==> src/rtl/axis_width_pkg.sv <==
// Shared types, width helpers and reset constants for the AXI-Stream width upsizer.
package axis_width_pkg;

    // Lane index wide enough for any supported ratio (up to 256 lanes).
    localparam int LANE_IDX_W = 8;
    typedef logic [LANE_IDX_W-1:0] lane_idx_t;

    // Reset values for the output holding register.
    localparam logic OUT_VALID_RST = 1'b0;
    localparam logic OUT_FIELD_RST = 1'b0;

    // Wide-side data width in bits.
    function automatic int calc_m_data_w(input int s_data_w, input int ratio);
        return s_data_w * ratio;
    endfunction

    // Wide-side byte-qualifier width.
    function automatic int calc_m_bw(input int s_data_w, input int ratio);
        return (s_data_w * ratio) / 8;
    endfunction

    // True when the given lane is the last lane of a wide word.
    function automatic logic lane_is_last(input lane_idx_t lane, input int ratio);
        return lane == lane_idx_t'(ratio - 1);
    endfunction

endpackage

==> src/rtl/axis_out_reg.sv <==
// Output holding register with AXI-Stream valid/ready: loads a completed word,
// holds it stable under backpressure and drops valid after the handshake.
module axis_out_reg
    import axis_width_pkg::*;
#(
    parameter int DATA_W = 32,
    parameter int BW     = 4,
    parameter int ID_W   = 1,
    parameter int DEST_W = 1,
    parameter int USER_W = 1
) (
    input  logic              clk,
    input  logic              rst_n,
    input  logic              load,
    input  logic [DATA_W-1:0] load_data,
    input  logic [BW-1:0]     load_strb,
    input  logic [BW-1:0]     load_keep,
    input  logic              load_last,
    input  logic [ID_W-1:0]   load_id,
    input  logic [DEST_W-1:0] load_dest,
    input  logic [USER_W-1:0] load_user,
    input  logic              m_ready,
    output logic              m_valid,
    output logic [DATA_W-1:0] m_data,
    output logic [BW-1:0]     m_strb,
    output logic [BW-1:0]     m_keep,
    output logic              m_last,
    output logic [ID_W-1:0]   m_id,
    output logic [DEST_W-1:0] m_dest,
    output logic [USER_W-1:0] m_user
);

    logic              valid_q, valid_d;
    logic [DATA_W-1:0] data_q, data_d;
    logic [BW-1:0]     strb_q, strb_d;
    logic [BW-1:0]     keep_q, keep_d;
    logic              last_q, last_d;
    logic [ID_W-1:0]   id_q, id_d;
    logic [DEST_W-1:0] dest_q, dest_d;
    logic [USER_W-1:0] user_q, user_d;

    // Load has priority so a handshake and a new word in one cycle leave no bubble.
    always_comb begin
        valid_d = valid_q;
        data_d  = data_q;
        strb_d  = strb_q;
        keep_d  = keep_q;
        last_d  = last_q;
        id_d    = id_q;
        dest_d  = dest_q;
        user_d  = user_q;
        if (load) begin
            valid_d = 1'b1;
            data_d  = load_data;
            strb_d  = load_strb;
            keep_d  = load_keep;
            last_d  = load_last;
            id_d    = load_id;
            dest_d  = load_dest;
            user_d  = load_user;
        end else if (m_ready) begin
            valid_d = 1'b0;
        end
    end

    // Output register state.
    always_ff @(posedge clk or negedge rst_n) begin
        if (!rst_n) begin
            valid_q <= OUT_VALID_RST;
            data_q  <= {DATA_W{OUT_FIELD_RST}};
            strb_q  <= {BW{OUT_FIELD_RST}};
            keep_q  <= {BW{OUT_FIELD_RST}};
            last_q  <= OUT_FIELD_RST;
            id_q    <= {ID_W{OUT_FIELD_RST}};
            dest_q  <= {DEST_W{OUT_FIELD_RST}};
            user_q  <= {USER_W{OUT_FIELD_RST}};
        end else begin
            valid_q <= valid_d;
            data_q  <= data_d;
            strb_q  <= strb_d;
            keep_q  <= keep_d;
            last_q  <= last_d;
            id_q    <= id_d;
            dest_q  <= dest_d;
            user_q  <= user_d;
        end
    end

    assign m_valid = valid_q;
    assign m_data  = data_q;
    assign m_strb  = strb_q;
    assign m_keep  = keep_q;
    assign m_last  = last_q;
    assign m_id    = id_q;
    assign m_dest  = dest_q;
    assign m_user  = user_q;

endmodule

==> src/rtl/axis_width_upsizer.sv <==
// AXI-Stream width upsizer: packs RATIO narrow beats into one wide word,
// lane 0 first, flushing early on tlast, and counts completed output packets.
module axis_width_upsizer
    import axis_width_pkg::*;
#(
    parameter int S_DATA_W = 8,
    parameter int RATIO    = 4,
    parameter int ID_W     = 1,
    parameter int DEST_W   = 1,
    parameter int USER_W   = 1
) (
    input  logic                                      axis_clk,
    input  logic                                      axis_rst_n,
    input  logic                                      s_axis_tvalid,
    output logic                                      s_axis_tready,
    input  logic [S_DATA_W-1:0]                       s_axis_tdata,
    input  logic [S_DATA_W/8-1:0]                     s_axis_tstrb,
    input  logic [S_DATA_W/8-1:0]                     s_axis_tkeep,
    input  logic                                      s_axis_tlast,
    input  logic [ID_W-1:0]                           s_axis_tid,
    input  logic [DEST_W-1:0]                         s_axis_tdest,
    input  logic [USER_W-1:0]                         s_axis_tuser,
    output logic                                      m_axis_tvalid,
    input  logic                                      m_axis_tready,
    output logic [calc_m_data_w(S_DATA_W, RATIO)-1:0] m_axis_tdata,
    output logic [calc_m_bw(S_DATA_W, RATIO)-1:0]     m_axis_tstrb,
    output logic [calc_m_bw(S_DATA_W, RATIO)-1:0]     m_axis_tkeep,
    output logic                                      m_axis_tlast,
    output logic [ID_W-1:0]                           m_axis_tid,
    output logic [DEST_W-1:0]                         m_axis_tdest,
    output logic [USER_W-1:0]                         m_axis_tuser,
    output logic [15:0]                               pkt_cnt
);

    localparam int M_DATA_W = calc_m_data_w(S_DATA_W, RATIO);
    localparam int M_BW     = calc_m_bw(S_DATA_W, RATIO);
    localparam int S_BW     = S_DATA_W / 8;
    localparam int LANE_W   = $clog2(RATIO);

    logic [LANE_W-1:0]   lane_cnt_q, lane_cnt_d;
    logic [M_DATA_W-1:0] data_acc_q, data_acc_d;
    logic [M_BW-1:0]     keep_acc_q, keep_acc_d;
    logic [M_BW-1:0]     strb_acc_q, strb_acc_d;
    logic [USER_W-1:0]   user_acc_q, user_acc_d;
    logic [ID_W-1:0]     id_q, id_d;
    logic [DEST_W-1:0]   dest_q, dest_d;
    logic [15:0]         pkt_cnt_q, pkt_cnt_d;

    logic [RATIO-1:0]    lane_hit;
    logic [M_DATA_W-1:0] word_data;
    logic [M_BW-1:0]     word_keep;
    logic [M_BW-1:0]     word_strb;
    logic [USER_W-1:0]   word_user;
    logic [ID_W-1:0]     word_id;
    logic [DEST_W-1:0]   word_dest;
    logic                accept;
    logic                complete;

    assign s_axis_tready = !m_axis_tvalid || m_axis_tready;
    assign accept        = s_axis_tvalid && s_axis_tready;
    assign complete      = accept &&
                           (lane_is_last(lane_idx_t'(lane_cnt_q), RATIO) || s_axis_tlast);

    // Word as it would look with the current beat merged into its lane; lanes
    // above the current one are still zero because the accumulator clears on completion.
    genvar gi;
    generate
        for (gi = 0; gi < RATIO; gi++) begin : g_lane
            assign lane_hit[gi] = (lane_cnt_q == LANE_W'(gi));
            assign word_data[gi*S_DATA_W +: S_DATA_W] =
                lane_hit[gi] ? s_axis_tdata : data_acc_q[gi*S_DATA_W +: S_DATA_W];
            assign word_keep[gi*S_BW +: S_BW] =
                lane_hit[gi] ? s_axis_tkeep : keep_acc_q[gi*S_BW +: S_BW];
            assign word_strb[gi*S_BW +: S_BW] =
                lane_hit[gi] ? s_axis_tstrb : strb_acc_q[gi*S_BW +: S_BW];
        end
    endgenerate

    // Routing fields come from the lane-0 beat; tuser is ORed across the word.
    assign word_id   = lane_hit[0] ? s_axis_tid   : id_q;
    assign word_dest = lane_hit[0] ? s_axis_tdest : dest_q;
    assign word_user = user_acc_q | s_axis_tuser;

    // Lane accumulation: store the merged word until it completes, then start empty.
    always_comb begin
        lane_cnt_d = lane_cnt_q;
        data_acc_d = data_acc_q;
        keep_acc_d = keep_acc_q;
        strb_acc_d = strb_acc_q;
        user_acc_d = user_acc_q;
        id_d       = id_q;
        dest_d     = dest_q;
        if (accept) begin
            id_d   = word_id;
            dest_d = word_dest;
            if (complete) begin
                lane_cnt_d = '0;
                data_acc_d = '0;
                keep_acc_d = '0;
                strb_acc_d = '0;
                user_acc_d = '0;
            end else begin
                lane_cnt_d = lane_cnt_q + LANE_W'(1);
                data_acc_d = word_data;
                keep_acc_d = word_keep;
                strb_acc_d = word_strb;
                user_acc_d = word_user;
            end
        end
    end

    // Count packets as their last word leaves the block.
    always_comb begin
        pkt_cnt_d = pkt_cnt_q;
        if (m_axis_tvalid && m_axis_tready && m_axis_tlast) begin
            pkt_cnt_d = pkt_cnt_q + 16'd1;
        end
    end

    // Accumulator and counter state.
    always_ff @(posedge axis_clk or negedge axis_rst_n) begin
        if (!axis_rst_n) begin
            lane_cnt_q <= '0;
            data_acc_q <= '0;
            keep_acc_q <= '0;
            strb_acc_q <= '0;
            user_acc_q <= '0;
            id_q       <= '0;
            dest_q     <= '0;
            pkt_cnt_q  <= '0;
        end else begin
            lane_cnt_q <= lane_cnt_d;
            data_acc_q <= data_acc_d;
            keep_acc_q <= keep_acc_d;
            strb_acc_q <= strb_acc_d;
            user_acc_q <= user_acc_d;
            id_q       <= id_d;
            dest_q     <= dest_d;
            pkt_cnt_q  <= pkt_cnt_d;
        end
    end

    assign pkt_cnt = pkt_cnt_q;

    axis_out_reg #(
        .DATA_W (M_DATA_W),
        .BW     (M_BW),
        .ID_W   (ID_W),
        .DEST_W (DEST_W),
        .USER_W (USER_W)
    ) u_out_reg (
        .clk       (axis_clk),
        .rst_n     (axis_rst_n),
        .load      (complete),
        .load_data (word_data),
        .load_strb (word_strb),
        .load_keep (word_keep),
        .load_last (s_axis_tlast),
        .load_id   (word_id),
        .load_dest (word_dest),
        .load_user (word_user),
        .m_ready   (m_axis_tready),
        .m_valid   (m_axis_tvalid),
        .m_data    (m_axis_tdata),
        .m_strb    (m_axis_tstrb),
        .m_keep    (m_axis_tkeep),
        .m_last    (m_axis_tlast),
        .m_id      (m_axis_tid),
        .m_dest    (m_axis_tdest),
        .m_user    (m_axis_tuser)
    );

endmodule

==> config.mk <==
export PLATFORM = sky130hd
export DESIGN_NAME = axis_width_upsizer
export DESIGN_NICKNAME = d
export VERILOG_FILES = /design/src/rtl/axis_width_pkg.sv /design/src/rtl/axis_out_reg.sv /design/src/rtl/axis_width_upsizer.sv
export SDC_FILE = /design/constraint.sdc
export NUM_CORES = 1
export LEC_CHECK = 0
export CORE_MARGIN = 2
export CORE_UTILIZATION = 45
export CTS_CLUSTER_DIAMETER = 30
export DETAILED_ROUTE_END_ITERATION = 10
export PLACE_DENSITY = 0.8
export SKIP_LAST_GASP = 1
export SYNTH_ARGS = -nofsm -noshare
export SYNTH_HDL_FRONTEND = slang
export SYNTH_SLANG_ARGS = --single-unit
export TNS_END_PERCENT = 1
==> constraint.sdc <==
create_clock -name axis_clk -period 1.62 [get_ports axis_clk]
set_input_delay 0.405 -clock axis_clk [delete_from_list [all_inputs] [get_ports axis_clk]]
set_output_delay 0.405 -clock axis_clk [all_outputs]
set_load 0.05 [all_outputs]
==> results of run 1 <==
-- worst max-delay path: cells and delay by family, from the launching register on --
family	cells	cell delay (ns)
simple gates	1	0.09
buf+inv	2	0.28
flops	1	0.47
-- timing repair --
| action | CTS | global route |
|---|---|---|
| pin swaps | 0 | 1 |
| resized for setup | 1 | 4 |
| gates cloned | 0 | 2 |
| endpoints found under the hold margin | 5 | 0 |
| hold buffers | 1 | 0 |
| endpoints found under the setup margin | 31 | 64 |
-- metrics by stage --
| stage | power (mW) | area (um^2) | utilization | hold WS [ns] | TNS, ns |
|---|---|---|---|---|---|
| 2_1_floorplan | 5.51 | 4420 | - | 0.109 | 0 |
| 3_3_place_gp | 7.43 | 6070 | 0.630 | 0.390 | -18.08 |
| 3_5_place_dp | 7.51 | 6070 | 0.630 | 0.398 | -21.29 |
| 4_1_cts | 9.13 | 6280 | 0.652 | 0.497 | -1.32 |
| 5_1_grt | 9.53 | 6340 | 0.658 | 0.521 | -0.803 |
| 6_report | 9.09 | 6340 | 0.658 | 0.495 | 0 |
-- metal layers --
| layer | up-vias | wire (um) | track usage |
|---|---|---|---|
| li1 | 1479 | - | - |
| met1 | 1541 | 4160 | 0.271 |
| met2 | 69 | 4970 | 0.308 |
| met3 | 6 | 421 | 0.0353 |
| met4 | 0 | 61 | 0.0486 |
| met5 | - | 0 | 0 |
-- power by group through the flow --
| stage | Sequential [mW] | Combinational [mW] | Clock, mW |
|---|---|---|---|
| after global placement | 3.68 | 3.75 | 0 |
| final | 3.64 | 3.84 | 1.61 |
| after detailed placement | 3.69 | 3.82 | 0 |
| after CTS | 3.64 | 3.84 | 1.65 |
| after floorplan | 4.59 | 0.917 | 0 |
| after global routing | 3.71 | 4.06 | 1.77 |
-- cell type report --
type | instances | area share
flip-flops and latches | 106 | 0.418
multi-input cells | 240 | 0.262
repair buffers | 102 | 0.260
well taps | 133 | 0.0262
clock buffers | 9 | 0.0195
clock inverters | 7 | 0.0126
inverters | 2 | 0.00118
-- cell usage after synthesis --
cell / n
nor2_1: 4
buf_2: 16
nor2_2: 1
ha_1: 5
mux2i_1: 42
nand3_2: 1
inv_1: 2
nand4_1: 2
and3_1: 11
o21ai_1: 45
nand3_1: 7
dfrtp_1: 106
or2_1: 1
mux2_1: 3
buf_4: 1
a21oi_1: 1
xnor2_1: 12
and2_4: 1
o21ai_2: 3
buf_6: 4
nand2_1: 54
a22o_1: 31
and4_1: 1
and2_1: 10
nand2b_4: 1
xor2_1: 3
-- registers in the layout (all words and copies together), names as in the netlist, 2 cells and up --
name	count
pkt_cnt	16
strb_acc_q	4
u_out_reg.m_keep	4
u_out_reg.m_data	32
lane_cnt_q	2
u_out_reg.m_strb	4
keep_acc_q	4
data_acc_q	32
-- cells by family (layout without fill, tap and decap cells) --
logic type	Yosys count	after routing
flip-flops	106	106
AND/OR/NAND/NOR	94	94
AO/OA/AOI/OAI	80	81
multiplexers	45	45
buffers and inverters	23	120
XOR/XNOR	15	15
adder cells (fa/ha/maj)	5	5
-- worst paths after layout --
path	from	endpoint	slack, ns
min in group asynchronous	axis_rst_n	u_out_reg.m_data[27]$_DFFE_PN0P_	0.52
hold / removal	data_acc_q[28]$_DFFE_PN0P_	data_acc_q[28]$_DFFE_PN0P_	0.50
setup / recovery	u_out_reg.m_valid$_DFFE_PN0P_	s_axis_tready	0.02
max in group asynchronous	axis_rst_n	u_out_reg.m_strb[0]$_DFFE_PN0P_	0.49
hold reg to reg	data_acc_q[28]$_DFFE_PN0P_	data_acc_q[28]$_DFFE_PN0P_	0.50
setup reg to reg	lane_cnt_q[1]$_DFFE_PN0P_	data_acc_q[6]$_DFFE_PN0P_	0.02
==> metrics, run 1 <==
total power divided by cell area 1430 nW/um^2; number of synthesized register bits 106; total standard cell area after synthesis 4420 um^2; post-CTS setup buffers 0; sequential-to-total area share from yosys stat 0.600; Finish-stage setup viols 0; critical path, cell by cell nand2b_4 > buf_4 > buf_12; commonest non-fill, non-tap cell in the layout dfrtp_1; Psw 3.49 mW; type of the tightest min-delay check reg2reg; Top-Level Pins 80; biggest area consumer among synthesized cells dfrtp_1; Tcrit/Tclk final 0.986; maximum number of pins on one net before global-route repair between 70 and 80; DP Wirelength 6700 um; cell with the biggest individual delay on the critical path dfrtp_2; Gate Count Post-Synth 368; switch share 0.384; Highest Clock Rate 626 MHz; root buffer cell clkbuf_8; post-synth net total roughly 390; clock power share 0.177; total internal power around 5.6 mW; post-layout net count 484; height of the die 103 um; vias per inst 5.17; sort of element at the start of the critical path flop; leakage power of the design 2.89 nW; highest-count cells in the layout ignoring fill and taps dfrtp_1, buf_12, nand2_1; remaining routing DRC violations 0; Gate power share 0.423; RSZ-0062 raised after global routing true; layout filler cell count 709; starting density of the core 0.458; final critical-path required period 1.60 ns; drt first pass iters 4; share of the synthesized netlist area taken by xor and xnor gates 0.0297; simple-gate share of the synthesized area 0.102; sequential cell fraction of total power 0.400; initial antenna violation count 0; clock input transition at the sequential cells of the worst setup and hold paths approximately 0.10 ns; sequential cell area roughly 2700 um^2; combinational family with the most area after synthesis compound AO/OA/AOI/OAI gates; filler-free cell count of the finished design roughly 600; run status complete, no violations; die area 10600 um^2; number of hold-slack violations in the final timing report 0; data arrival time of the critical path 1.19 ns; Synth cell types 26; quantity of I/O buffers inserted on ports slightly below 80; largest voltage drop on the vdd net 0.827 mV; number of buffers created by CTS 9; via count of the first global-routing pass 3090; Yosys top cell area share 0.600; Avg WL per Cell 16.1 um; Layout Skew 0.0150 ns; required arrival time at the worst endpoint 1.21 ns; setup slack at placement -0.299 ns; Total Routed Length 9620 um; antenna fix cells 0; slowest cell delay on critical path 0.47 ns; post-route ant nets 0; transition at the pin with the smallest max-transition slack 0.476 ns; total placed cells including tap cells 580; first-pass GRT wire length 15700 um; Starting DRT DRC Count 159; combined area of the multi-input logic cells 1660 um^2; adder-cell share of the synthesized area 0.0142; largest driver fanout on the critical path 4; CTS tree built; share of synthesized area spent on multiplexers 0.103; Skew-Pair Late Insertion Delay around 0.37 ns; setup slack of the critical path after layout ~0.022 ns; CTS H-tree lvls 3; worst max-slew margin expressed relative to the limit 0.683; routed via count 3095; Post-Syn Area per Cell 12.0 um^2; die width 103 um; biggest area contributors in the synthesized netlist dfrtp_1, mux2i_1, a22o_1; Clock Sinks between 100 and 150; core region area 9640 um^2; category of the worst setup path capture point output pin; Yosys warnings 0; gpl congestion between 0.7 and 0.8; fraction of layout instances using a drive strength above 1 0.238; GR Util All Layers 0.191; buffer levels on the longest clock path 2; Area Growth Syn to Fin 43.5%; count of standard-cell rows 36; reg2reg path depth 5; category of the most critical setup path reg2out; Worst Hold Path Cells 1; MaxCap Viol Count 0; compound-cell area share of the yosys netlist 0.119; leftover overflow at the end of global routing 0; Slew Limit Fails 0
No activity file was read; power rests on OpenSTA's default activity.
==> run 2: changes to the inputs <==
--- a/config.mk
+++ b/config.mk
@@ -9,6 +9,7 @@
 export CORE_UTILIZATION = 45
 export CTS_CLUSTER_DIAMETER = 30
 export DETAILED_ROUTE_END_ITERATION = 10
+export GPL_TIMING_DRIVEN = 0
 export PLACE_DENSITY = 0.8
 export SKIP_LAST_GASP = 1
 export SYNTH_ARGS = -nofsm -noshare
==> metrics, run 2 (synthesis results as in run 1) <==
required arrival time at the worst endpoint 1.21 ns; antenna fix cells 0; total power divided by cell area 1440 nW/um^2; routed via count 3121; crit-path leading delay family buffers and inverters; Slew Limit Fails 0; post-layout net count 484; starting density of the core 0.458; Clock Sinks 106; data arrival time of the critical path 1.33 ns; reg2reg path depth 5; Top-Level Pins 80; Hold Path End pkt_cnt[15]$_DFFE_PN0P_; Avg WL per Cell between 15 and 20 um; largest driver fanout on the critical path 4; setup slack at placement -0.668 ns; fraction of layout instances using a drive strength above 1 0.112; largest voltage drop on the vdd net 0.712 mV; die area 10600 um^2; highest-count cells in the layout ignoring fill and taps dfrtp_1, nand2_1, dlygate4sd2_1; core region area 9640 um^2; MaxCap Viol Count 0; RSZ-0062 raised after global routing true; quantity of I/O buffers inserted on ports 79; Finish-stage setup viols 117; Placed Area around 5400 um^2; commonest non-fill, non-tap cell in the layout dfrtp_1; violations in the final reports negative setup slack; type of the tightest min-delay check reg2reg; transition at the pin with the smallest max-transition slack 0.511 ns; height of the die 103 um; number of buffer and inverter instances along the worst setup path 1; total power of the final layout 8.00 mW; Starting DRT DRC Count 160; Tcrit/Tclk final 1.07; Total Routed Length 9900 um; Area Growth Syn to Fin 26.0%; leakage power of the design about 2.8 nW; maximum number of pins on one net before global-route repair 77; CTS H-tree lvls 3; DP Wirelength between 6000 and 7000 um; remaining routing DRC violations 0; Skew-Pair Late Insertion Delay 0.37 ns; category of the most critical setup path reg2out; final core utilization 0.578; root buffer cell clkbuf_8; critical path, cell by cell dlygate4sd2_1; initial antenna violation count 0; layout filler cell count 842; vias per inst roughly 5.2; worst max-slew margin expressed relative to the limit 0.661; Worst Hold Path Cells 1; total placed cells including tap cells 581; GR Util All Layers 0.197; clock input transition at the sequential cells of the worst setup and hold paths roughly 0.11 ns; number of buffers created by CTS 9; total stage count of the critical path 1; hold path start pkt_cnt[15]$_DFFE_PN0P_; post-route ant nets 0; reg-to-reg endpoint data_acc_q[10]$_DFFE_PN0P_; die width 103 um; hold slack final 0.472 ns; post-route cell area 5570 um^2; buffer levels on the longest clock path 2; run status finished, violations left; setup slack of the critical path after layout -0.116 ns; final critical-path required period 1.74 ns; CTS tree built; drt first pass iters 4; worst setup slack for register-to-register paths -0.07 ns; via count of the first global-routing pass 3173; slowest cell delay on critical path between 0.5 and 0.6 ns; filler-free cell count of the finished design about 600; Layout Skew 0.0167 ns; Highest Clock Rate 576 MHz; count of standard-cell rows 36; gpl congestion around 0.80; post-route setup TNS -5.44 ns; leftover overflow at the end of global routing 0; sort of element at the start of the critical path flop; category of the worst setup path capture point output pin; startpoint of the lowest-slack register-to-register path lane_cnt_q[0]$_DFFE_PN0P_; first-pass GRT wire length about 16000 um; cell with the biggest individual delay on the critical path dlygate4sd2_1; number of hold-slack violations in the final timing report 0
## run 2: cell types whose count changed in the layout (fill, tap and decap cells not counted), moves of 2 or more
| cell | change |
|---|---|
| buf_6 | +4 |
| o21ai_2 | +2 |
| buf_2 | +16 |
| buf_12 | -66 |
| dlygate4sd2_1 | +53 |
| o21ai_4 | -3 |
| buf_4 | -14 |
| clkdlybuf4s15_1 | +5 |
## run 2: area by class of cell
type                            instances  area [um^2]  share of cell area
Buffer                                 21          133              0.0238
Tap cell                              133          166              0.0299
Clock buffer                            9          124              0.0222
Inverter                                2         7.51             0.00135
Timing Repair Buffer                   82          759               0.136
Clock inverter                          7         87.6              0.0157
Sequential cell                       106         2650               0.477
Multi-Input combinational cell        239         1640               0.294
## run 2: worst max-delay path by stage
stage | endpoint | from
6_report | pkt_cnt[4] | pkt_cnt[4]$_DFFE_PN0P_
5_1_grt | pkt_cnt[8] | pkt_cnt[8]$_DFFE_PN0P_
4_1_cts | m_axis_tlast | u_out_reg.m_last$_DFFE_PN0P_
3_5_place_dp | s_axis_tready | m_axis_tready
3_3_place_gp | u_out_reg.m_valid$_DFFE_PN0P_ | axis_rst_n
2_1_floorplan | dest_q$_DFFE_PN0P_ | u_out_reg.m_valid$_DFFE_PN0P_
## run 2: routing by layer
layer / share of wire / vias up / track usage
met3: 0.046 / 8 / 0.0305
met5: 0 / - / 0
met2: 0.50 / 74 / 0.327
met4: 0.0096 / 0 / 0.0547
met1: 0.45 / 1560 / 0.273
li1: - / 1479 / -
## run 2: power by group
part / switching (mW) / internal, mW / total [mW]
clock network: 0.956 / 0.744 / 1.70
logic: 1.98 / 0.878 / 2.86
registers: 0.311 / 3.13 / 3.44
## run 2: repair_timing
action                                 4_1_cts  5_1_grt
setup buffers                                1        0
resized for setup                           74        4
hold buffers                                 1        0
setup endpoints to repair                  139      144
endpoints found under the hold margin       30        0
==> run 3: changes to the inputs <==
==> constraint.sdc (replaced) <==
create_clock -name axis_clk -period 1.5 [get_ports axis_clk]
set_input_delay 0.375 -clock axis_clk [delete_from_list [all_inputs] [get_ports axis_clk]]
set_output_delay 0.375 -clock axis_clk [all_outputs]
set_load 0.05 [all_outputs]
==> metrics, run 3 (synthesis results as in run 1) <==
DP Wirelength 6810 um; first-pass GRT wire length 15600 um; post-route cell area 5720 um^2; final critical-path required period about 1.6 ns; core region area between 9000 and 10000 um^2; vias per inst 5.15; transition at the pin with the smallest max-transition slack about 0.80 ns; root buffer cell clkbuf_8; Finish-stage setup viols between 100 and 150; final core utilization 0.594; setup slack at placement -0.721 ns; quantity of I/O buffers inserted on ports roughly 80; cell with the biggest individual delay on the critical path dfrtp_1; largest voltage drop on the vdd net 1.03 mV; fraction of layout instances using a drive strength above 1 0.200; leakage power of the design 2.60 nW; startpoint of the lowest-slack register-to-register path lane_cnt_q[0]$_DFFE_PN0P_; Skew-Pair Late Insertion Delay 0.37 ns; start point of the critical path lane_cnt_q[0]$_DFFE_PN0P_; sort of element at the start of the critical path flop; reg2reg path depth 5; maximum number of pins on one net before global-route repair 62; CTS tree built; total power divided by cell area 1510 nW/um^2; reg-to-reg endpoint u_out_reg.m_data[23]$_DFFE_PN0P_; routed via count 3080; drt first pass iters 4; layout filler cell count ~800; CTS Hold Buffers Added 0; buffer levels on the longest clock path 2; RSZ-0062 raised after global routing true; violations in the final reports negative setup slack; Highest Clock Rate 612 MHz; die width 103 um; clock input transition at the sequential cells of the worst setup and hold paths 0.11 ns; data arrival time of the critical path 1.89 ns; GR Util All Layers 0.191; type of the tightest min-delay check in2async; height of the die just over 100 um; Avg WL per Cell 16.1 um; post-layout net count about 480; Total Routed Length slightly below 10000 um; post-route ant nets 0; commonest non-fill, non-tap cell in the layout dfrtp_1; CTS H-tree lvls 3; critical path endpoint u_out_reg.m_data[23]$_DFFE_PN0P_; die area 10600 um^2; critical path, cell by cell inv_1 > ha_1 > buf_2 > mux2i_1 > o21ai_1; Layout Skew around 0.020 ns; leftover overflow at the end of global routing 0; largest driver fanout on the critical path 10; Area Growth Syn to Fin 29.5%; Top-Level Pins 80; hold slack final between 0.07 and 0.08 ns; Tcrit/Tclk final 1.09; number of hold-slack violations in the final timing report 0; worst max-slew margin expressed relative to the limit 0.467; run status finished, violations left; combined area of the multi-input logic cells approximately 1700 um^2; Slew Limit Fails 0; starting density of the core 0.458; category of the most critical setup path reg2reg; number of buffers created by CTS 9; MaxCap Viol Count 0; setup slack of the critical path after layout -0.135 ns; Clock Sinks 106; highest-count cells in the layout ignoring fill and taps dfrtp_1, nand2_1, o21ai_1; initial antenna violation count 0; gpl congestion roughly 0.8; Starting DRT DRC Count 98; antenna fix cells 0; remaining routing DRC violations 0; worst setup slack for register-to-register paths -0.14 ns; slowest cell delay on critical path ~0.42 ns; required arrival time at the worst endpoint 1.75 ns; sequential cell area 2660 um^2; via count of the first global-routing pass 3055; Placed Area 5470 um^2; category of the worst setup path capture point flop; count of standard-cell rows 36
run 3: cell count changes in the layout (fill, tap and decap cells not counted), sizes merged:
cell | before | now
bufinv | 1 | 0
clkbuf | 10 | 11
clkdlybuf4s15 | 6 | 60
clkinv | 3 | 1
dlygate4sd2 | 54 | 0
dlygate4sd3 | 1 | 0
inv | 4 | 6
run 3: worst min path at each step:
stage / endpoint / startpoint / cells after the start / slack, ns
after floorplan: data_acc_q[0]$_DFFE_PN0P_ / axis_rst_n / 0 / 0.08
after global placement: pkt_cnt[15]$_DFFE_PN0P_ / pkt_cnt[15]$_DFFE_PN0P_ / 1 / 0.46
after detailed placement: pkt_cnt[15]$_DFFE_PN0P_ / pkt_cnt[15]$_DFFE_PN0P_ / 1 / 0.46
after CTS: u_out_reg.m_data[27]$_DFFE_PN0P_ / axis_rst_n / 1 / 0.11
after global routing: u_out_reg.m_data[17]$_DFFE_PN0P_ / axis_rst_n / 1 / 0.13
final: u_out_reg.m_data[26]$_DFFE_PN0P_ / axis_rst_n / 1 / 0.08
run 3: what timing repair did:
| item | in CTS | in global routing |
|---|---|---|
| buffers inserted | 2 | 0 |
| setup endpoints to repair | 146 | 146 |
| gates cloned | 0 | 0 |
| resized for setup | 164 | 2 |
| pin swaps | 1 | 0 |
run 3: worst max-delay path, delay by kind of cell, from the launching register on:
| kind | cells | cell delay, ns |
|---|---|---|
| buffers and inverters | 2 | 0.46 |
| muxes | 1 | 0.30 |
| adders and majority gates | 1 | 0.27 |
| DFF | 1 | 0.42 |
| AOI/OAI and AO/OA | 1 | 0.09 |
run 3: through the flow:
stage | TNS [ns] | instances | power, mW
2_1_floorplan | -2.01 | 368 | 6.01
3_3_place_gp | -440.46 | 580 | 7.09
3_5_place_dp | -37.49 | 581 | 7.17
4_1_cts | -9.33 | 598 | 8.69
5_1_grt | -17.35 | 598 | 9.05
6_report | -7.45 | 598 | 8.64
run 3: cell type report:
cell class / count / share of cell area
Sequential cell: 106 / 0.466
Multi-Input combinational cell: 239 / 0.294
Timing Repair Buffer: 82 / 0.151
Tap cell: 133 / 0.0291
Buffer: 20 / 0.0284
Clock buffer: 10 / 0.0223
Clock inverter: 6 / 0.00831
Inverter: 2 / 0.00131
run 3: report_power, final:
group	switching, mW	total, mW	internal, mW
combinational	2.16	3.26	1.11
clock	1.02	1.64	0.627
sequential	0.353	3.74	3.38
total	3.53	8.64	5.11
run 3: metal layers:
layer | wire length (um) | part of all wire | global-route usage
met2 | 4600 | 0.48 | 0.304
met3 | 292 | 0.030 | 0.0244
met4 | 131 | 0.014 | 0.0648
met5 | 0 | 0 | 0
met1 | 4600 | 0.48 | 0.272
